`src/rtl/aud_adc_deser.sv`:
```
// Codec ADC serial receiver: oversamples BCLK/LRCK/ADCDAT on iCLK and rebuilds
// signed left/right samples (I2S or left-justified framing) with a channel flag.
module aud_adc_deser #(
  parameter int WS   = 16,
  parameter int MODE = 0
) (
  input  logic                 iCLK,
  input  logic                 iRST_N,
  input  logic                 iBCLK,
  input  logic                 iLRCK,
  input  logic                 iADCDAT,
  output logic signed [WS-1:0] oOut,
  output logic signed [WS-1:0] oLeft,
  output logic signed [WS-1:0] oRight,
  output logic                 oCHS,
  output logic                 oValid,
  output logic                 oErr
);

  localparam logic [4:0] WS_CNT = 5'(WS);

  typedef enum logic [1:0] {
    ST_IDLE,
    ST_SKIP,
    ST_SHIFT,
    ST_PAD
  } state_t;

  state_t        state_reg, state_next;
  logic [2:0]    bclk_sync_reg;
  logic [1:0]    lrck_sync_reg;
  logic [1:0]    dat_sync_reg;
  logic          lr_prev_reg;
  logic          lr_seen_reg;
  logic [4:0]    cnt_reg, cnt_next;
  logic [WS-1:0] shreg_reg, shreg_next;
  logic          chan_reg, chan_next;
  logic          done_next;
  logic          err_next;
  logic          start_frame;
  logic          rise;
  logic          lr_s;
  logic          dat_s;
  logic          lr_edge;

  assign rise  = bclk_sync_reg[1] & ~bclk_sync_reg[2];
  assign lr_s  = lrck_sync_reg[1];
  assign dat_s = dat_sync_reg[1];
  // No LRCK history exists at the first rise after reset, so it never counts as an edge.
  assign lr_edge = rise & lr_seen_reg & (lr_s != lr_prev_reg);

  always_ff @(posedge iCLK or negedge iRST_N) begin
    if (!iRST_N) begin
      bclk_sync_reg <= '0;
      lrck_sync_reg <= '0;
      dat_sync_reg  <= '0;
      lr_prev_reg   <= 1'b0;
      lr_seen_reg   <= 1'b0;
    end else begin
      bclk_sync_reg <= {bclk_sync_reg[1:0], iBCLK};
      lrck_sync_reg <= {lrck_sync_reg[0], iLRCK};
      dat_sync_reg  <= {dat_sync_reg[0], iADCDAT};
      if (rise) begin
        lr_prev_reg <= lr_s;
        lr_seen_reg <= 1'b1;
      end
    end
  end

  always_comb begin
    state_next  = state_reg;
    cnt_next    = cnt_reg;
    shreg_next  = shreg_reg;
    chan_next   = chan_reg;
    done_next   = 1'b0;
    err_next    = 1'b0;
    start_frame = 1'b0;
    if (rise) begin
      case (state_reg)
        ST_IDLE: begin
          if (lr_edge) start_frame = 1'b1;
        end
        // The edge bit itself was the I2S delay slot; this rise carries the MSB.
        ST_SKIP: begin
          if (lr_edge) begin
            err_next    = 1'b1;
            start_frame = 1'b1;
          end else begin
            shreg_next = {{(WS-1){1'b0}}, dat_s};
            cnt_next   = 5'd1;
            state_next = ST_SHIFT;
          end
        end
        ST_SHIFT: begin
          if (lr_edge) begin
            err_next    = 1'b1;
            start_frame = 1'b1;
          end else begin
            shreg_next = {shreg_reg[WS-2:0], dat_s};
            cnt_next   = cnt_reg + 5'd1;
            if (cnt_next == WS_CNT) begin
              done_next  = 1'b1;
              state_next = ST_PAD;
            end
          end
        end
        default: begin
          if (lr_edge) start_frame = 1'b1;
        end
      endcase
    end
    if (start_frame) begin
      chan_next = lr_s;
      if (MODE == 0) begin
        state_next = ST_SKIP;
        cnt_next   = 5'd0;
      end else begin
        state_next = ST_SHIFT;
        shreg_next = {{(WS-1){1'b0}}, dat_s};
        cnt_next   = 5'd1;
      end
    end
  end

  always_ff @(posedge iCLK or negedge iRST_N) begin
    if (!iRST_N) begin
      state_reg <= ST_IDLE;
      cnt_reg   <= '0;
      shreg_reg <= '0;
      chan_reg  <= 1'b0;
    end else begin
      state_reg <= state_next;
      cnt_reg   <= cnt_next;
      shreg_reg <= shreg_next;
      chan_reg  <= chan_next;
    end
  end

  // Completed words land straight from the shift path so the LSB costs no extra cycle.
  always_ff @(posedge iCLK or negedge iRST_N) begin
    if (!iRST_N) begin
      oOut   <= '0;
      oLeft  <= '0;
      oRight <= '0;
      oCHS   <= 1'b0;
      oValid <= 1'b0;
      oErr   <= 1'b0;
    end else begin
      oValid <= done_next;
      oErr   <= err_next;
      if (done_next) begin
        oOut <= shreg_next;
        oCHS <= chan_reg;
        if (chan_reg) oRight <= shreg_next;
        else          oLeft  <= shreg_next;
      end
    end
  end

endmodule

```
`config.mk`:
```
export PLATFORM = sky130hd
export DESIGN_NAME = aud_adc_deser
export DESIGN_NICKNAME = d
export VERILOG_FILES = /design/src/rtl/aud_adc_deser.sv
export SDC_FILE = /design/constraint.sdc
export NUM_CORES = 1
export LEC_CHECK = 0
export CAP_MARGIN = 20
export CORE_MARGIN = 3
export CORE_UTILIZATION = 56
export CTS_BUF_LIST = sky130_fd_sc_hd__clkbuf_16
export CTS_CLUSTER_SIZE = 28
export DETAILED_ROUTE_END_ITERATION = 12
export DONT_BUFFER_PORTS = 1
export PLACE_DENSITY = 0.74
export REMOVE_ABC_BUFFERS = 1
export SLEW_MARGIN = 20
export SYNTH_ARGS = -nofsm -noshare
export SYNTH_HDL_FRONTEND = slang
export SYNTH_SLANG_ARGS = --single-unit
```
`constraint.sdc`:
```
create_clock -name iCLK -period 2.25 [get_ports iCLK]
set_clock_uncertainty 0.1 [all_clocks]
set_input_delay 0.225 -clock iCLK [delete_from_list [all_inputs] [get_ports iCLK]]
set_output_delay 0.225 -clock iCLK [all_outputs]
set_load 0.01 [all_outputs]
```
After elaboration in Yosys (flattened, before gate mapping)
Index checks and enable logic that the tools add are counted.
{"block": "word_totals", "register_bits": 84, "out_inout_bits": 51}
{"block": "op_classes", "add_sub_neg": 1, "n_eq_ne": 7, "mux": 23, "n_bitwise": 5, "n_reduce_logical": 7}
{"operator": "two-way mux 16 bit", "n": 3}
{"operator": "one-hot mux 16 bit (2 select lines)", "n": 1}
{"operator": "two-way mux 5 bit", "n": 4}
{"operator": "two-way mux 2 bit", "n": 5}
{"operator": "one-hot mux 5 bit (2 select lines)", "n": 1}
{"operator": "!= test 3 bit (second input constant)", "n": 3}
{"operator": "two-way mux 1 bit", "n": 8}
{"operator": "adder 5 x 1 -> 5 bit (second input constant)", "n": 1}
{"operator": "== test 5 bit (second input constant)", "n": 1}
{"operator": "AND reduction 5 bit", "n": 1}
{"operator": "one-hot mux 2 bit (2 select lines)", "n": 1}
{"operator": "AND reduction 2 bit", "n": 2}
{"operator": "AND reduction 4 bit", "n": 1}
{"operator": "bitwise AND 1 bit", "n": 3}
{"operator": "nonzero test 3 bit", "n": 1}
{"operator": "== test 2 x 1 -> 1 bit (second input constant)", "n": 1}
{"operator": "== test 2 bit (second input constant)", "n": 1}
{"operator": "NOT 1 bit", "n": 2}
{"operator": "nonzero test 2 bit", "n": 1}
{"operator": "OR reduction 2 bit", "n": 1}
{"operator": "!= test 1 bit", "n": 1}

Longest topological paths before layout
Gate-level depths: netlist of run 1.
{"block": "depth", "ltp_word": 8, "mapped_depth": 8}

Worst setup path after synthesis of run 1
No wires, ideal clock.
{"block": "synth_timing", "path_type": "reg2reg", "start": "register state_reg[0]", "end": "register oOut[15]", "setup_ns": 0.125, "t_arrival_ns": 2.030, "required_time_ns": 2.025, "slack_ns": -0.005, "path_stages_with_launch": 8, "n_path_buf": 1, "period_less_slack_ns": 2.255, "cell_sequence": "dfrtp_1 inv_1 ha_1 or3b_2 a31oi_4 buf_4 o32ai_1 mux2_2"}
{"block": "synth_between", "elab_chain_len": 3}
{"element": "start: declaration", "line_no": "29", "source": "state_t state_reg, state_next;"}
{"element": "start signal: assignment", "line_no": "132", "source": "state_reg <= state_next;"}
{"element": "== test 2 bit / == test 2 x 1 -> 1 bit (equally long branches)", "line_no": "79", "source": "case (state_reg)"}
{"element": "one-hot mux 16 bit (2 select lines) (*)", "line_no": "79"}
{"element": "two-way mux 16 bit (*)", "line_no": "78", "source": "if (rise) begin"}
{"element": "net shreg_next[15]", "line_no": "36", "source": "logic [WS-1:0] shreg_reg, shreg_next;"}
{"element": "end signal: assignment", "line_no": "152", "source": "oOut <= shreg_next;"}
{"element": "end: declaration", "line_no": "12", "source": "output logic signed [WS-1:0] oOut,"}
The timed path passes the listed nets; every way through them passes the cells marked *.
A chain may end at the register's enable or synchronous reset.

Worst setup path in the final report of run 1
{"block": "layout_timing", "start": "register state_reg[0]", "end": "register oLeft[9]"}
{"element": "== test 2 bit / == test 2 x 1 -> 1 bit (equally long branches)", "line_no": "79"}
{"element": "one-hot mux 16 bit (2 select lines) (*)", "line_no": "79"}
{"element": "two-way mux 16 bit (*)", "line_no": "78"}
{"element": "net shreg_next[9]", "line_no": "36"}
{"element": "end signal: assignment", "line_no": "155", "source": "else oLeft <= shreg_next;"}
{"element": "end: declaration", "line_no": "13", "source": "output logic signed [WS-1:0] oLeft,"}
Marked as above.

==> reports/qor.txt, run 1 <==
Run status -> finished with violations
Failing checks -> negative hold slack
Die Wd -> 83.8 um
Cells after Synth -> 226
Commonest non-fill, non-tap cell in the layout -> dfrtp_1
Critical Path End Type -> register
Post-synth design cell area -> 3390 um^2
Reg-to-Reg End -> oLeft[9]$_DFFE_PN0P_
Vias in the first global route -> 2071
Clk sink count -> 84
Starting density of the core -> 59.7%
Mapped Avg Cell Area -> 15.0 um^2
Number of nets in the layout -> 258
Slowest stage delay, CP -> 0.42 ns
Slowest-stage cell, CP -> or3b_4
Worst hold slack -> -0.513 ns
Fmax -> 463 MHz
Primary FF master, synth -> dfrtp_1
Seq cells post-synth -> 84
Finish-stage setup viols -> 0
Fin crit share -> 96.0%
Final TNS setup -> 0 ns
Port bufs -> 0
WP data required -> 2.42 ns
Die Y -> 83.8 um
Synth Warn # -> 0
Worst min-delay path class -> input pin to async pin
DRT iter0 DRCs -> 134
Crit path buf inv count -> 2
Final Wtd Congestion -> 0.816
# hold bufs at CTS -> 3
Number of max-cap violations -> 0
Flip-flop and latch area -> 2100 um^2
Max VDD drop -> 0.519 mV
Number of setup buffers added after CTS -> 0
Post-synthesis sequential area ratio -> 62.0%
Fin crit period -> 2.16 ns
Pleak -> 1.90 nW
Die area -> 7020 um^2
TritonCTS clock tree -> built
Total core area -> 5680 um^2
Yosys cell types -> 43
Drt wl/cell -> 19.4 um
Worst-Margin Slew -> 0.516 ns
Root Driver -> clkbuf_16
Worst Path Arrival -> 2.33 ns
Type of origin of the critical path -> register
I/O Pins -> 56
Drt drc -> 0
Diodes inserted -> 0
Vias post-DR -> 1916
Area Overhead vs Synth -> 16.9%
PwrDens -> 1050 nW/um^2
Max-slew headroom -> 65.6%
First-pass GRT wire length -> 10.8 mm
Number of cell rows -> 27
DPL Wire Length -> 4.20 mm
Largest delay share family, worst path -> compound AO/OA/AOI/OAI gates
Largest net degree at the start of global routing -> 85
ANT nets after route -> 0
Crit Path Max Fanout -> 10
Worst Setup Path Type -> register to register
Hold Fails Final Rpt -> 84
Max clock buf depth -> 2
Wirelength, routed -> 6.34 mm
Unrepaired setup endpoints after global routing -> false
GRT Overall Usage -> 19.8%
CTS clk-pin slew, worst paths -> 0.06 ns
Initial antenna violation count -> 0
Most frequent cells in the layout -> 84 x dfrtp_1, 47 x mux2_2, 18 x nand2_1
Clock Latency Late Sink -> 0.33 ns
FF-to-FF path depth -> 7
DR vias/cell -> 5.86
Number of synthesized flops with an enable pin -> 0
Multi-input gate area -> 1230 um^2
Pre-CTS worst setup slack -> -0.0605 ns
Crit path cell chain -> inv_1 > ha_1 > or3b_4 > a21oi_4 > buf_12 > a2bb2oi_1 > mux2_2
Fraction of layout cells with a size suffix above 1 -> 40.0%
Cts bufs inserted -> 9
Total power -> 4.16 mW
Slack of the critical path -> 0.0891 ns
Total gr overflow -> 0
1st-pass router iterations -> 4
Async SR Flop Fraction -> 100%
# fillers -> 379
R2R setup slack -> 0.09 ns
H-tree Lvls -> 3
Slew Viols, Final -> 0
Worst r2r src -> state_reg[0]$_DFFE_PN0P_
-- worst reg2reg max path, delay by kind of cell, from the launching register on --
family,cells,cell delay (ns)
AND/OR/NAND/NOR,1,0.42
adder cells (fa/ha/maj),1,0.30
multiplexers,1,0.22
flip-flops,1,0.34
buffers and inverters,2,0.22
AO/OA/AOI/OAI,2,0.50
-- metal layers --
metal / track usage [%] / wire length [um] / up-vias
met5: 0 / 0 / -
met4: 9.80 / 140 / 0
met3: 5.92 / 395 / 14
met2: 30.4 / 3020 / 56
met1: 25.6 / 2780 / 974
li1: - / - / 872
-- where the power goes --
group | switching [mW] | internal (mW) | total (mW)
clock network | 0.574 | 0.967 | 1.54
logic | 0.411 | 0.377 | 0.789
registers | 0.132 | 1.69 | 1.83
total | 1.12 | 3.04 | 4.16
-- synth_stat cells, drive strengths merged (2+ instances only) --
library cell  count  area, um^2
nand3             3        15.0
dfrtp            84        2100
nand2            18        67.6
a22o              3        26.3
a2bb2oi          14         141
buf               5        45.0
mux2             49         552
nor2b             2        12.5
nor3              2        21.3
or2               2        12.5
o21ai             3        15.0
a31oi             3        33.8
and2              2        12.5
ha                3        37.5
xnor2             2        17.5
nor2              3        11.3
a21oi             5        40.0
inv               3        11.3
clkbuf            4        25.0
-- what timing repair did --
| action | 4_1_cts | 5_1_grt |
|---|---|---|
| endpoints found under the setup margin | 37 | 31 |
| gates resized for setup | 1 | 7 |
| endpoints found under the hold margin | 87 | 84 |
| pin swaps | 0 | 2 |
-- worst max-delay path by stage --
stage	to	cells past startpoint	slack [ns]	start
finish	oLeft[9]$_DFFE_PN0P_	7	0.09	state_reg[0]$_DFFE_PN0P_
CTS	oRight[3]$_DFFE_PN0P_	7	0.02	state_reg[0]$_DFFE_PN0P_
floorplan	oRight[0]$_DFFE_PN0P_	6	-0.39	state_reg[0]$_DFFE_PN0P_
global route	oRight[8]$_DFFE_PN0P_	7	0.005	state_reg[0]$_DFFE_PN0P_
detailed placement	oLeft[13]$_DFFE_PN0P_	7	-0.06	state_reg[0]$_DFFE_PN0P_
global placement	oRight[9]$_DFFE_PN0P_	7	0.006	state_reg[0]$_DFFE_PN0P_
-- layout make-up --
type / count / share of cell area (%)
well taps: 72 / 2.27
clock buffers: 9 / 5.69
clock inverters: 7 / 2.27
flip-flops and latches: 84 / 53.1
multi-input cells: 130 / 31.1
repair buffers: 22 / 5.28
inverters: 3 / 0.284
-- stage by stage --
| step | utilization, % | hold slack [ns] | std cells | instance area, um^2 |
|---|---|---|---|---|
| after floorplan | - | -0.171 | 217 | 3320 |
| after global placement | 63.0 | -0.169 | 308 | 3580 |
| after detailed placement | 63.0 | -0.168 | 308 | 3580 |
| after CTS | 69.1 | -0.524 | 327 | 3920 |
| after global routing | 69.8 | -0.531 | 327 | 3960 |
| final | 69.8 | -0.513 | 327 | 3960 |
-- kinds of logic (layout without fill, tap and decap cells) --
logic type | Yosys count | in the layout | synth area share, %
AND/OR/NAND/NOR | 39 | 39 | 7.13
multiplexers | 49 | 49 | 16.3
buffers and inverters | 12 | 41 | 2.40
flip-flops | 84 | 84 | 62.0
adder cells (fa/ha/maj) | 3 | 3 | 1.11
AO/OA/AOI/OAI | 36 | 36 | 10.0
XOR/XNOR | 3 | 3 | 0.997
(Power assumes the default switching activity.)
==> run 2, diff against run 1 <==
--- a/config.mk
+++ b/config.mk
@@ -12,7 +12,8 @@
 export CTS_CLUSTER_SIZE = 28
 export DETAILED_ROUTE_END_ITERATION = 12
 export DONT_BUFFER_PORTS = 1
-export PLACE_DENSITY = 0.74
+export PLACE_DENSITY_LB_ADDON = 0.05
+export RECOVER_POWER = 50
 export REMOVE_ABC_BUFFERS = 1
 export SLEW_MARGIN = 20
 export SYNTH_ARGS = -nofsm -noshare
==> reports/qor.txt, run 2 (same netlist as run 1, synthesis figures left out) <==
DPL Wire Length -> 4.48 mm (+6.7%)
Starting density of the core -> 59.7% (unchanged)
TritonCTS clock tree -> built
Met1 Resource Use GR -> 26.0% (+0.36 points)
Type of origin of the critical path -> register
Clk sink count -> 84 (unchanged)
DRT iter0 DRCs -> 99 (-26%)
Placed insts -> 306 (-0.65%)
Wirelength, routed -> 6.98 mm (+10%)
Most frequent cells in the layout -> 84 x dfrtp_1, 47 x mux2_2, 18 x nand2_1
Worst min-delay path class -> input pin to async pin
Cts bufs inserted -> 9 (unchanged)
GRT Max-Usage Layer -> met2
Met3 Use GR -> 5.92% (unchanged)
Total gr overflow -> 0 (unchanged)
Drt drc -> 0 (unchanged)
Critical Path End Type -> register
Fmax -> 459 MHz (-0.88%)
Diodes inserted -> 0 (unchanged)
Total core area -> 5680 um^2 (unchanged)
Worst-Margin Slew -> 0.524 ns (+0.00728 ns)
Commonest non-fill, non-tap cell in the layout -> dfrtp_1
Fin crit period -> 2.18 ns (+0.0191 ns)
Vias in the first global route -> 2122 (+2.5%)
Crit path cell chain -> inv_1 > ha_4 > or3b_4 > buf_4 > a221o_1 > mux2_2
Multi-input gate area -> 1270 um^2 (+3.0%)
DR vias/cell -> 6.03 (+2.9%)
Final Wtd Congestion -> 0.817 (+0.12%)
Max-slew headroom -> 65.1% (-0.51 points)
ANT nets after route -> 0 (unchanged)
Number of nets in the layout -> 258 (unchanged)
Crit path launch -> state_reg[0]$_DFFE_PN0P_
Finish-stage setup viols -> 0 (unchanged)
Number of cell rows -> 27 (unchanged)
Fraction of layout cells with a size suffix above 1 -> 42.1% (+2.1 points)
Drt wl/cell -> 21.4 um (+10%)
Worst Setup Path Type -> register to register
I/O Pins -> 56 (unchanged)
Slowest-stage cell, CP -> or3b_4
CTS clk-pin slew, worst paths -> 0.06 ns (about the same)
Run status -> finished with violations
First-pass GRT wire length -> 11.4 mm (+5.8%)
Number of max-cap violations -> 0 (unchanged)
Flip-flop and latch area -> 2100 um^2 (unchanged)
Hold Fails Final Rpt -> 84 (unchanged)
Worst r2r src -> state_reg[0]$_DFFE_PN0P_
Die Wd -> 83.8 um (unchanged)
Failing checks -> negative hold slack
Clock Latency Late Sink -> 0.33 ns (about the same)
Met2 Use GR -> 35.4% (+5.0 points)
# hold bufs at CTS -> 3 (unchanged)
Die Y -> 83.8 um (unchanged)
Area Overhead vs Synth -> 18.5%
Final TNS setup -> 0 ns (unchanged)
Initial antenna violation count -> 0 (unchanged)
Vias post-DR -> 1965 (+2.6%)
Slowest stage delay, CP -> 0.41 ns (about the same)
Worst Path Arrival -> 2.29 ns (-0.04 ns)
Unrepaired setup endpoints after global routing -> true
H-tree Lvls -> 3 (unchanged)
Crit Path Max Fanout -> 4 (-6)
Layout Cells excl Fill -> 326 (-0.31%)
Fin crit share -> 96.9% (+0.85 points)
WP data required -> 2.36 ns (-0.06 ns)
# fillers -> 377 (-0.53%)
1st-pass router iterations -> 4 (unchanged)
Root Driver -> clkbuf_16
Max clock buf depth -> 2 (unchanged)
Die area -> 7020 um^2 (unchanged)
Pleak -> 1.90 nW (about the same)
Largest net degree at the start of global routing -> 85 (unchanged)
PwrDens -> 1060 nW/um^2 (+0.53%)
Slew Viols, Final -> 0 (unchanged)
Max VDD drop -> 0.759 mV (+46%)
Port bufs -> 0 (unchanged)
Worst hold slack -> -0.514 ns (-0.000898 ns)
GRT Overall Usage -> 21.2% (+1.4 points)
Total power -> 4.24 mW (+1.9%)
[run 2: cell types whose count changed in the layout (fill, tap and decap cells not counted), sizes merged]
| cell | previous run | this run |
|---|---|---|
| clkbuf | 9 | 10 |
| clkinv | 3 | 1 |
| clkinvlp | 0 | 2 |
| buf | 19 | 18 |
| inv | 5 | 4 |
[run 2: worst paths after layout]
kind / end / slack (ns) / cells past startpoint
setup / recovery: oOut[0]$_DFFE_PN0P_ / 0.07 / 6
hold / removal: cnt_reg[3]$_DFFE_PN0P_ / -0.51 / 0
setup reg to reg: oOut[0]$_DFFE_PN0P_ / 0.07 / 6
hold reg to reg: lrck_sync_reg[1]$_DFF_PN0_ / 0.25 / 0
max in group asynchronous: oOut[7]$_DFFE_PN0P_ / 2.45 / 0
min in group iCLK: lrck_sync_reg[1]$_DFF_PN0_ / 0.25 / 0
[run 2: metal layers]
layer	up-vias	wire [um]
li1	867	-
met1	1032	2810
met2	56	3720
met3	10	337
met4	0	115
met5	-	0
[run 2: through the flow]
| step | util, % | area, um^2 | setup slack (ns) |
|---|---|---|---|
| finish | 70.7 | 4010 | 0.0700 |
| CTS | 69.2 | 3930 | 0.00691 |
| global placement | 63.0 | 3570 | 0.00239 |
| detailed placement | 63.0 | 3570 | -0.0827 |
| global route | 70.7 | 4010 | -0.0459 |
| floorplan | - | 3320 | -0.394 |
[run 2: report_power, final]
group	total [mW]	leakage (nW)	internal [mW]	switching [mW]
sequential	1.84	1.11	1.70	0.147
combinational	0.861	0.645	0.421	0.440
clock	1.53	0.146	0.965	0.568
total	4.24	1.90	3.08	1.15
[run 2: final cells by class]
| type | instances | area share (%) |
|---|---|---|
| inverters | 3 | 0.281 |
| multi-input cells | 130 | 31.6 |
| flip-flops and latches | 84 | 52.4 |
| well taps | 72 | 2.24 |
| clock buffers | 9 | 5.61 |
| clock inverters | 6 | 2.18 |
| repair buffers | 22 | 5.67 |
[run 2: worst max-delay path, delay by kind of cell (launching register included)]
kind | cells | cell delay (ns)
DFF | 1 | 0.38
adders and majority gates | 1 | 0.22
buffers and inverters | 2 | 0.26
AOI/OAI and AO/OA | 1 | 0.40
muxes | 1 | 0.29
and+or+nand+nor | 1 | 0.41
[run 2: repair_timing]
action	in CTS	in global routing
pin swaps	0	3
endpoints found under the hold margin	87	84
gates cloned	0	1
endpoints found under the setup margin	43	44
setup buffers	0	1
resized for setup	2	8
